[src/rtl/fft_frame_feeder_if.sv]
// Streaming bundle between an upstream sample source and the FFT input feeder.
// The master modport is the side that produces samples and controls hold.
// The slave modport is the feeder, which drives the fft start_ip/ip burst.
interface fft_frame_feeder_if #(
  parameter int W = 16
);
  logic [W-1:0] in_data;
  logic         in_valid;
  logic         in_last;
  logic         in_ready;
  logic         hold;
  logic         start_ip;
  logic [W-1:0] ip;
  logic         busy;
  logic         frame_err;

  modport master (
    output in_data, in_valid, in_last, hold,
    input  in_ready, start_ip, ip, busy, frame_err
  );

  modport slave (
    input  in_data, in_valid, in_last, hold,
    output in_ready, start_ip, ip, busy, frame_err
  );
endinterface

[src/rtl/fft_frame_feeder.sv]
// Ping-pong frame collector feeding the R2SDF fft input port.
// Upstream samples fill one bank while the other bank is replayed as a
// contiguous burst (start_ip on sample 0, one sample per clock). When a frame
// finishes streaming and the other bank is already full, the next burst
// follows on the very next cycle with no gap.
module fft_frame_feeder #(
  parameter int N = 3,
  parameter int W = 16
) (
  input logic              clk,
  input logic              reset,
  fft_frame_feeder_if.slave bus
);

  localparam int DEPTH = 1 << N;
  localparam logic [N-1:0] IDX_ZERO = {N{1'b0}};
  localparam logic [N-1:0] IDX_ONE  = N'(1'b1);
  localparam logic [N-1:0] IDX_LAST = {N{1'b1}};
  localparam logic [W-1:0] DATA_ZERO = {W{1'b0}};

  typedef enum logic [0:0] {
    ST_IDLE   = 1'b0,
    ST_STREAM = 1'b1
  } state_t;

  // Frame storage and per-bank occupancy
  logic [W-1:0] mem_r [2][DEPTH];
  logic [1:0]   full_r;
  logic [1:0]   full_s;

  // Write side
  logic         wbank_r;
  logic         wbank_s;
  logic [N-1:0] widx_r;
  logic [N-1:0] widx_s;
  logic         in_ready_s;
  logic         wr_accept_s;
  logic         wr_complete_s;
  logic         frame_err_s;

  // Read side
  state_t       state_r;
  state_t       state_s;
  logic         rbank_r;
  logic         rbank_s;
  logic [N-1:0] ridx_r;
  logic [N-1:0] ridx_s;
  logic         rd_go_s;
  logic         rd_release_s;

  // Registered outputs
  logic         start_ip_r;
  logic         start_ip_s;
  logic [W-1:0] ip_r;
  logic [W-1:0] ip_s;
  logic         busy_r;
  logic         busy_s;
  logic         frame_err_r;

  // The write bank accepts data whenever it does not still hold an unsent frame
  assign in_ready_s  = ~full_r[wbank_r];
  assign wr_accept_s = bus.in_valid & in_ready_s;
  assign rd_go_s     = full_r[rbank_r] & ~bus.hold;

  assign bus.in_ready  = in_ready_s;
  assign bus.start_ip  = start_ip_r;
  assign bus.ip        = ip_r;
  assign bus.busy      = busy_r;
  assign bus.frame_err = frame_err_r;

  // Write-side framing: complete a frame, or discard it on a misplaced/missing last
  always_comb begin
    widx_s        = widx_r;
    wbank_s       = wbank_r;
    wr_complete_s = 1'b0;
    frame_err_s   = 1'b0;
    if (wr_accept_s) begin
      if (bus.in_last && (widx_r == IDX_LAST)) begin
        wr_complete_s = 1'b1;
        wbank_s       = ~wbank_r;
        widx_s        = IDX_ZERO;
      end else if (bus.in_last || (widx_r == IDX_LAST)) begin
        frame_err_s = 1'b1;
        widx_s      = IDX_ZERO;
      end else begin
        widx_s = widx_r + IDX_ONE;
      end
    end else begin
      widx_s = widx_r;
    end
  end

  // Bank occupancy: writer marks a bank full, reader frees it after its last sample
  always_comb begin
    full_s    = full_r;
    full_s[0] = (full_r[0] | (wr_complete_s & ~wbank_r)) & ~(rd_release_s & ~rbank_r);
    full_s[1] = (full_r[1] | (wr_complete_s &  wbank_r)) & ~(rd_release_s &  rbank_r);
  end

  // Read FSM next-state and burst outputs; ridx wrapping to zero marks a frame boundary
  always_comb begin
    state_s      = state_r;
    rbank_s      = rbank_r;
    ridx_s       = ridx_r;
    start_ip_s   = 1'b0;
    ip_s         = DATA_ZERO;
    busy_s       = 1'b0;
    rd_release_s = 1'b0;
    case (state_r)
      ST_IDLE: begin
        if (rd_go_s) begin
          start_ip_s = 1'b1;
          ip_s       = mem_r[rbank_r][IDX_ZERO];
          busy_s     = 1'b1;
          ridx_s     = IDX_ONE;
          state_s    = ST_STREAM;
        end else begin
          ridx_s  = IDX_ZERO;
          state_s = ST_IDLE;
        end
      end
      ST_STREAM: begin
        if (ridx_r == IDX_ZERO) begin
          // Previous frame fully emitted; chain the next one if it is ready
          if (rd_go_s) begin
            start_ip_s = 1'b1;
            ip_s       = mem_r[rbank_r][IDX_ZERO];
            busy_s     = 1'b1;
            ridx_s     = IDX_ONE;
            state_s    = ST_STREAM;
          end else begin
            ridx_s  = IDX_ZERO;
            state_s = ST_IDLE;
          end
        end else begin
          ip_s   = mem_r[rbank_r][ridx_r];
          busy_s = 1'b1;
          ridx_s = ridx_r + IDX_ONE;
          if (ridx_r == IDX_LAST) begin
            rd_release_s = 1'b1;
            rbank_s      = ~rbank_r;
          end else begin
            rd_release_s = 1'b0;
          end
        end
      end
      default: begin
        state_s = ST_IDLE;
        ridx_s  = IDX_ZERO;
      end
    endcase
  end

  // Control state and registered outputs; reset drops every buffered frame
  always_ff @(posedge clk or negedge reset) begin
    if (!reset) begin
      full_r      <= 2'b00;
      wbank_r     <= 1'b0;
      widx_r      <= IDX_ZERO;
      state_r     <= ST_IDLE;
      rbank_r     <= 1'b0;
      ridx_r      <= IDX_ZERO;
      start_ip_r  <= 1'b0;
      ip_r        <= DATA_ZERO;
      busy_r      <= 1'b0;
      frame_err_r <= 1'b0;
    end else begin
      full_r      <= full_s;
      wbank_r     <= wbank_s;
      widx_r      <= widx_s;
      state_r     <= state_s;
      rbank_r     <= rbank_s;
      ridx_r      <= ridx_s;
      start_ip_r  <= start_ip_s;
      ip_r        <= ip_s;
      busy_r      <= busy_s;
      frame_err_r <= frame_err_s;
    end
  end

  // Sample storage; contents are only ever read behind a full flag, so no reset is needed
  always_ff @(posedge clk) begin
    if (wr_accept_s) begin
      mem_r[wbank_r][widx_r] <= bus.in_data;
    end
  end

endmodule
[src/flat_wrapper.sv]
// flat-port wrapper written by rule: the top's interface ports become plain ports
module fft_frame_feeder_flat 
#(
  parameter int N = 3,
  parameter int W = 16
)
  (clk, reset, bus_in_data, bus_in_valid, bus_in_last, bus_hold, bus_in_ready, bus_start_ip, bus_ip, bus_busy, bus_frame_err);
  fft_frame_feeder_if #(.W(W)) bus_i ();
  input logic clk;
  input logic reset;
  input wire logic [$bits(bus_i.in_data)-1:0] bus_in_data;
  input wire logic [$bits(bus_i.in_valid)-1:0] bus_in_valid;
  input wire logic [$bits(bus_i.in_last)-1:0] bus_in_last;
  input wire logic [$bits(bus_i.hold)-1:0] bus_hold;
  output wire logic [$bits(bus_i.in_ready)-1:0] bus_in_ready;
  output wire logic [$bits(bus_i.start_ip)-1:0] bus_start_ip;
  output wire logic [$bits(bus_i.ip)-1:0] bus_ip;
  output wire logic [$bits(bus_i.busy)-1:0] bus_busy;
  output wire logic [$bits(bus_i.frame_err)-1:0] bus_frame_err;
  assign bus_i.in_data = bus_in_data;
  assign bus_i.in_valid = bus_in_valid;
  assign bus_i.in_last = bus_in_last;
  assign bus_i.hold = bus_hold;
  assign bus_in_ready = bus_i.in_ready;
  assign bus_start_ip = bus_i.start_ip;
  assign bus_ip = bus_i.ip;
  assign bus_busy = bus_i.busy;
  assign bus_frame_err = bus_i.frame_err;
  fft_frame_feeder #(.N(N), .W(W)) u_core (.clk(clk), .reset(reset), .bus(bus_i));
endmodule
[config.mk]
export PLATFORM = sky130hd
export DESIGN_NAME = fft_frame_feeder_flat
export DESIGN_NICKNAME = d
export VERILOG_FILES = /design/src/rtl/fft_frame_feeder_if.sv /design/src/rtl/fft_frame_feeder.sv /design/src/flat_wrapper.sv
export SDC_FILE = /design/constraint.sdc
export NUM_CORES = 1
export LEC_CHECK = 0
export CAP_MARGIN = 10
export CELL_PAD_IN_SITES_DETAIL_PLACEMENT = 0
export CELL_PAD_IN_SITES_GLOBAL_PLACEMENT = 1
export CORE_ASPECT_RATIO = 1.25
export CORE_MARGIN = 5
export CORE_UTILIZATION = 30
export CTS_BUF_LIST = sky130_fd_sc_hd__clkbuf_4
export CTS_CLUSTER_SIZE = 8
export DETAILED_ROUTE_END_ITERATION = 8
export PLACE_DENSITY_LB_ADDON = 0.1
export SLEW_MARGIN = 20
export SYNTH_ARGS = -nofsm -noshare
export SYNTH_HDL_FRONTEND = slang
export SYNTH_SLANG_ARGS = --single-unit
[constraint.sdc]
create_clock -name clk -period 3.5 [get_ports clk]
set_input_delay 0.7 -clock clk [delete_from_list [all_inputs] [get_ports clk]]
set_output_delay 0.7 -clock clk [all_outputs]
set_load 0.02 [all_outputs]
# == Word level (Yosys, flattened, before mapping) ==
# Memory sizes are Yosys's and may differ from the RTL's.
# Cells that the tools add are included.
# op_classes
add_sub_neg,2
mul,0
n_div,0
order_cmp,5
n_eq_ne,2
shift,0
muxes,32
bitwise,20
n_reduce_logical,6
# op_table
op,n
128-bit two-way mux,1
16-bit two-way mux,5
16-bit binary-select mux with 3-bit select,1
16-bit demux with 3-bit select,1
16-bit one-hot mux with 2 select lines,1
1-bit two-way mux,17
3-bit two-way mux,3
1-bit AND,8
"4-bit >= comparator, second input constant",2
1-bit NOT,8
3-bit NOT with 4-bit output,2
"3-bit by 1-bit adder with 3-bit output, second input constant",2
"3-bit equality test, second input constant",2
3-bit one-hot mux with 2 select lines,1
"1-bit by 2-bit less-than comparator with 1-bit output, second input constant",2
"4-bit by 1-bit less-than comparator with 1-bit output, second input constant",1
1-bit one-hot mux with 2 select lines,2
3-bit zero test,1
3-bit AND reduction,1
1-bit logical AND,2
1-bit bitwise OR,2
2-bit AND reduction,1
1-bit logical OR,1
# word_totals
register_bits,29
latchBits,0
ram_bits,256
rom_bits,0
inputBits,21
elab_cells,77
memories,1
# mem_list
memory,depth,word_bits,rd,rd_clocked_by_memory_dff,wr,line_no,text
u_core.mem_r,2,128,1,0,1,fft_frame_feeder.sv:27,logic [W-1:0] mem_r [2][DEPTH];

# == Logic depth before layout (Yosys ltp) ==
# logic_depth
word_depth,8
mapped_depth,11

# == Worst setup path before layout ==
# No wires, ideal clock.
# synth_path
path_kind,register to register
start,register u_core.wbank_r
end,memory u_core.mem_r[0][112] (netlist bit) (enable)
setup_time_ps,430
arrival_time_ps,3050
required_time_ps,3070
slack_ps,20
path_stages_with_launch,5
cell_sequence,dfrtp_1 > clkbuf_1 > mux2i_1 > nand2_1 > nor4_1
# synth_between
elab_chain_cells,6
# synth_rtl
element,line_no,text
start: declaration,fft_frame_feeder.sv:32,logic wbank_r;
start signal: assignment,fft_frame_feeder.sv:169,wbank_r <= wbank_s;
1-bit two-way mux (implied by the code) (2 in a row),fft_frame_feeder.sv:61,assign in_ready_s = ~full_r[wbank_r];
1-bit NOT,fft_frame_feeder.sv:61,
via bus_in_ready,flat_wrapper.sv:15,output wire logic [$bits(bus_i.in_ready)-1:0] bus_in_ready;
1-bit AND,fft_frame_feeder.sv:62,assign wr_accept_s = bus.in_valid & in_ready_s;
1-bit two-way mux,fft_frame_feeder.sv:183,if (wr_accept_s) begin
128-bit two-way mux (implied by the code),fft_frame_feeder.sv:184,mem_r[wbank_r][widx_r] <= bus.in_data;
end: declaration,fft_frame_feeder.sv:27,
# The timed path passes the listed nets, and every way through them passes these cells. The select of a mux whose other input is x is not followed.

# == Worst setup path in the final report ==
# layout_path
start,register u_core.wbank_r
end,output port bus_in_ready
# layout_between
elab_chain_cells,3
# layout_rtl
element,line_no
1-bit two-way mux (implied by the code) (2 in a row),fft_frame_feeder.sv:61
1-bit NOT,fft_frame_feeder.sv:61
end: declaration,flat_wrapper.sv:15
# Every way passes these cells. The select of a mux whose other input is x is not followed.

==> Flow_metrics.wiki <==
{| class="wikitable"
! Metric !! Value
|-
| Run status || finished clean
|-
| Highest cell delay on the worst timing path || 0.67 ns
|-
| Sink Count || 285
|-
| Clock insertion delay at the later pin of the skew report || ~0.67 ns
|-
| Mapped Area || about 11,000 um2
|-
| Most area-hungry cell type in the Yosys netlist || edfxtp_1
|-
| Worst-path cell with the longest stage delay || clkdlybuf4s50_1
|-
| Number of flip-flops and latches in the synthesized netlist || approximately 290
|-
| Core footprint || 37,300 um2
|-
| Fraction of synthesis flops using an asynchronous set or reset pin || approximately 10%
|-
| Setup bufs post-CTS || 0
|-
| Data required, critical path || around 2.8 ns
|-
| # resized after CTS || 0
|-
| Setup TNS || 0 ns
|-
| Hold_buf cts || 0
|-
| Number of buffers inserted during clock tree synthesis || 73
|-
| Horizontal die dimension || 184 um
|-
| Distinct cell type count of the synthesized netlist || 44
|-
| Worst IR drop on VDD || 0.162 mV
|-
| Global-route wire length before repair || 40,500 um
|-
| Synthesized area per cell || 18.3 um2
|-
| Synthesis-to-layout area growth || 17.2%
|-
| Deepest clock path buffer count || 3
|-
| Category of the most critical setup path || reg -> out
|-
| Count of yosys warnings during synthesis || 0
|-
| Final critical path time including I/O delays and setup || 2.86 ns
|-
| Final number of hold-violating endpoints || 0
|-
| Count of antenna-violating nets left after detailed routing || 0
|-
| Clock network power share || between 40% and 50%
|-
| MaxCap Viol Count || 0
|-
| Main area contributors after synthesis || edfxtp_1, mux2i_1, dfrtp_1
|-
| Number of global-route vias before repair || between 6,000 and 7,000
|-
| Post-detailed-route via-to-cell ratio || 4.64
|-
| Data arrival time of the critical path || between 2 and 2.5 ns
|-
| Vias || about 6,000
|-
| Share of the clock period used by the worst path || between 80% and 90%
|-
| Pre-Repair DR Iteration Count || 4
|-
| Type of origin of the critical path || flop
|-
| Number of synthesized flops with an enable pin || 256
|-
| Setup violations, final || 0
|-
| Total power density per cell area || between 500 and 600 nW/um2
|-
| Total routing resource utilization after global routing || between 10% and 20%
|-
| DRC viols || 0
|-
| Multi-input gate area in the final layout || 2680 um2
|-
| Post-synthesis net count || 644
|-
| IO Pins || approximately 40
|-
| Setup repair after global routing missed its margin || no
|-
| DPL Wire Length || 17,900 um
|-
| Final RePlAce weighted congestion || ~0.72
|-
| Area fraction of the dominant cell type after synthesis || just under 70%
|-
| First DRT Iteration DRCs || 282
|-
| Static leakage || about 0.0053 uW
|-
| Crit end category || output pin
|-
| Clock tree from TritonCTS || yes
|-
| H-tree lvl count || 3
|-
| Share of synthesized area occupied by flip-flops and latches || 74.4%
|-
| Most common cell after layout, fill and taps aside || edfxtp_1
|-
| Max-slew violation count || 0
|-
| Slew @ Worst Pin || approximately 0.94 ns
|-
| Maximum net fanout on the critical path || 8
|-
| Critical path cell sequence || mux2i_1 > clkdlybuf4s50_1
|-
| Worst Path Buf+Inv || 1
|-
| Top library cells by usage in the layout, fill and taps aside || edfxtp_1, mux2i_1, clkbuf_4
|-
| Core Rows || between 70 and 80
|-
| Routed wire length per instance || around 22 um
|-
| Clock-pin slew on the worst setup and hold paths || ~0.060 ns
|-
| Primary FF master, synth || edfxtp_1
|-
| Maximum number of pins on one net before global-route repair || 53
|-
| Area of the die || between 40,000 and 50,000 um2
|-
| Clock Skew || between 0.04 and 0.05 ns
|-
| Aggregate global routing overflow || 0
|-
| Design Power || slightly below 7000 uW
|-
| Achievable clock frequency || between 300 and 400 MHz
|-
| Fraction of final layout cells with drive strength greater than 1 || 22.8%
|-
| Family with the most delay on the worst path || buffers and inverters
|-
| Fill cell instance count of the final layout || about 3,500
|-
| Share of total power consumed by net switching || a little over a fifth
|-
| Part of the power in registers || ~56%
|-
| Final routed wirelength across all metal layers || between 20,000 and 30,000 um
|-
| # port buffers || 40
|-
| Die height || ~230 um
|-
| Worst slew slack as a fraction of its limit || a little under two fifths
|-
| Starting utilization of the core area || 30.3%
|-
| Switching power of the nets || 1460 uW
|-
| Clock root cell || clkbuf_4
|-
| Combined flip-flop and latch cell area || approximately 8400 um2
|-
| Count of mapped cells out of synthesis || around 600
|-
| Nets@finish || about 750
|-
| Antenna violations before repair || 1
|-
| Combinational group share of total power || 2.7%
|-
| Min-Delay Path Class || in -> async
|-
| Cell-internal power || roughly 5300 uW
|}
[area by class of cell]
cell class                      count  share of cell area (%)
Timing Repair Buffer               64                    4.54
Clock inverter                     26                   0.945
Clock buffer                      105                    5.95
Tap cell                          486                    4.59
Multi-Input combinational cell    290                    20.3
Antenna cell                        1                  0.0189
Sequential cell                   285                    63.6
Inverter                            5                   0.142
[per-stage QoR]
step	util, %	area [um2]	hold WS [ns]	instances	worst slack, ns
final	35.5	13200	0.0904	1262	0.636
after global routing	35.5	13200	0.0952	1262	0.510
after CTS	35.5	13200	0.0475	1261	0.567
after detailed placement	33.1	12300	0.505	1130	0.774
after global placement	33.1	12300	0.508	1130	0.799
after floorplan	-	11300	0.404	616	0.0196
[registers in the layout, summed over array words and instances (netlist names)]
name / flops
u_core.widx_r: 3
u_core.bus.start_ip: 1
u_core.rbank_r: 1
u_core.full_r: 2
u_core.bus.busy: 1
u_core.wbank_r: 1
u_core.mem_r: 256
u_core.bus.frame_err: 1
u_core.bus.ip: 16
u_core.ridx_r: 3
[power groups by stage]
stage | sequential, uW | combinational, uW | clock (uW)
global placement | 3880 | 187 | 0
detailed placement | 3880 | 191 | 0
CTS | 3810 | 192 | 2880
global route | 3810 | 203 | 3050
floorplan | 3870 | 67.0 | 0
finish | 3810 | 182 | 2750
[cells in the mapped netlist, drive strengths merged, types with 2 or more instances]
master,n
a21oi,7
a22oi,34
a31oi,3
and2,5
and3,2
buf,24
clkbuf,12
dfrtp,29
edfxtp,256
ha,7
inv,5
mux2i,128
mux4,14
nand2,10
nand2b,5
nand3,19
nand3b,2
nor2,13
nor2b,3
nor3b,3
nor4,4
o21ai,5
o221ai,13
o22ai,2
o31ai,3
xnor2,2
[final timing paths]
path	depth (start not counted)	slack, ns	startpoint	to
max in group asynchronous	1	2.86	reset	u_core.rbank_r
min in group clk	1	0.52	u_core.full_r[0]	u_core.full_r[0]
worst min-delay path	1	0.09	reset	u_core.bus.frame_err
worst max-delay path	2	0.64	u_core.wbank_r	bus_in_ready
worst max register to register	5	1.07	u_core.ridx_r[1]	u_core.bus.ip[9]
worst min register to register	1	0.52	u_core.full_r[0]	u_core.full_r[0]
[metal layers]
layer | wire, um | track usage, %
met1 | 12300 | 17.4
met2 | 13200 | 21.6
met3 | 1130 | 3.21
met4 | 600 | 4.78
met5 | 0 | 0
[cell families after synthesis]
group / after synthesis / synth area share [%]
flops: 285 / 74.4
mux: 142 / 14.1
compound gates: 70 / 4.99
simple gates: 69 / 3.20
buf+inv: 41 / 2.30
fa+ha+maj: 7 / 0.775
xor+xnor: 2 / 0.155
Power figures use the tool's default switching activity.
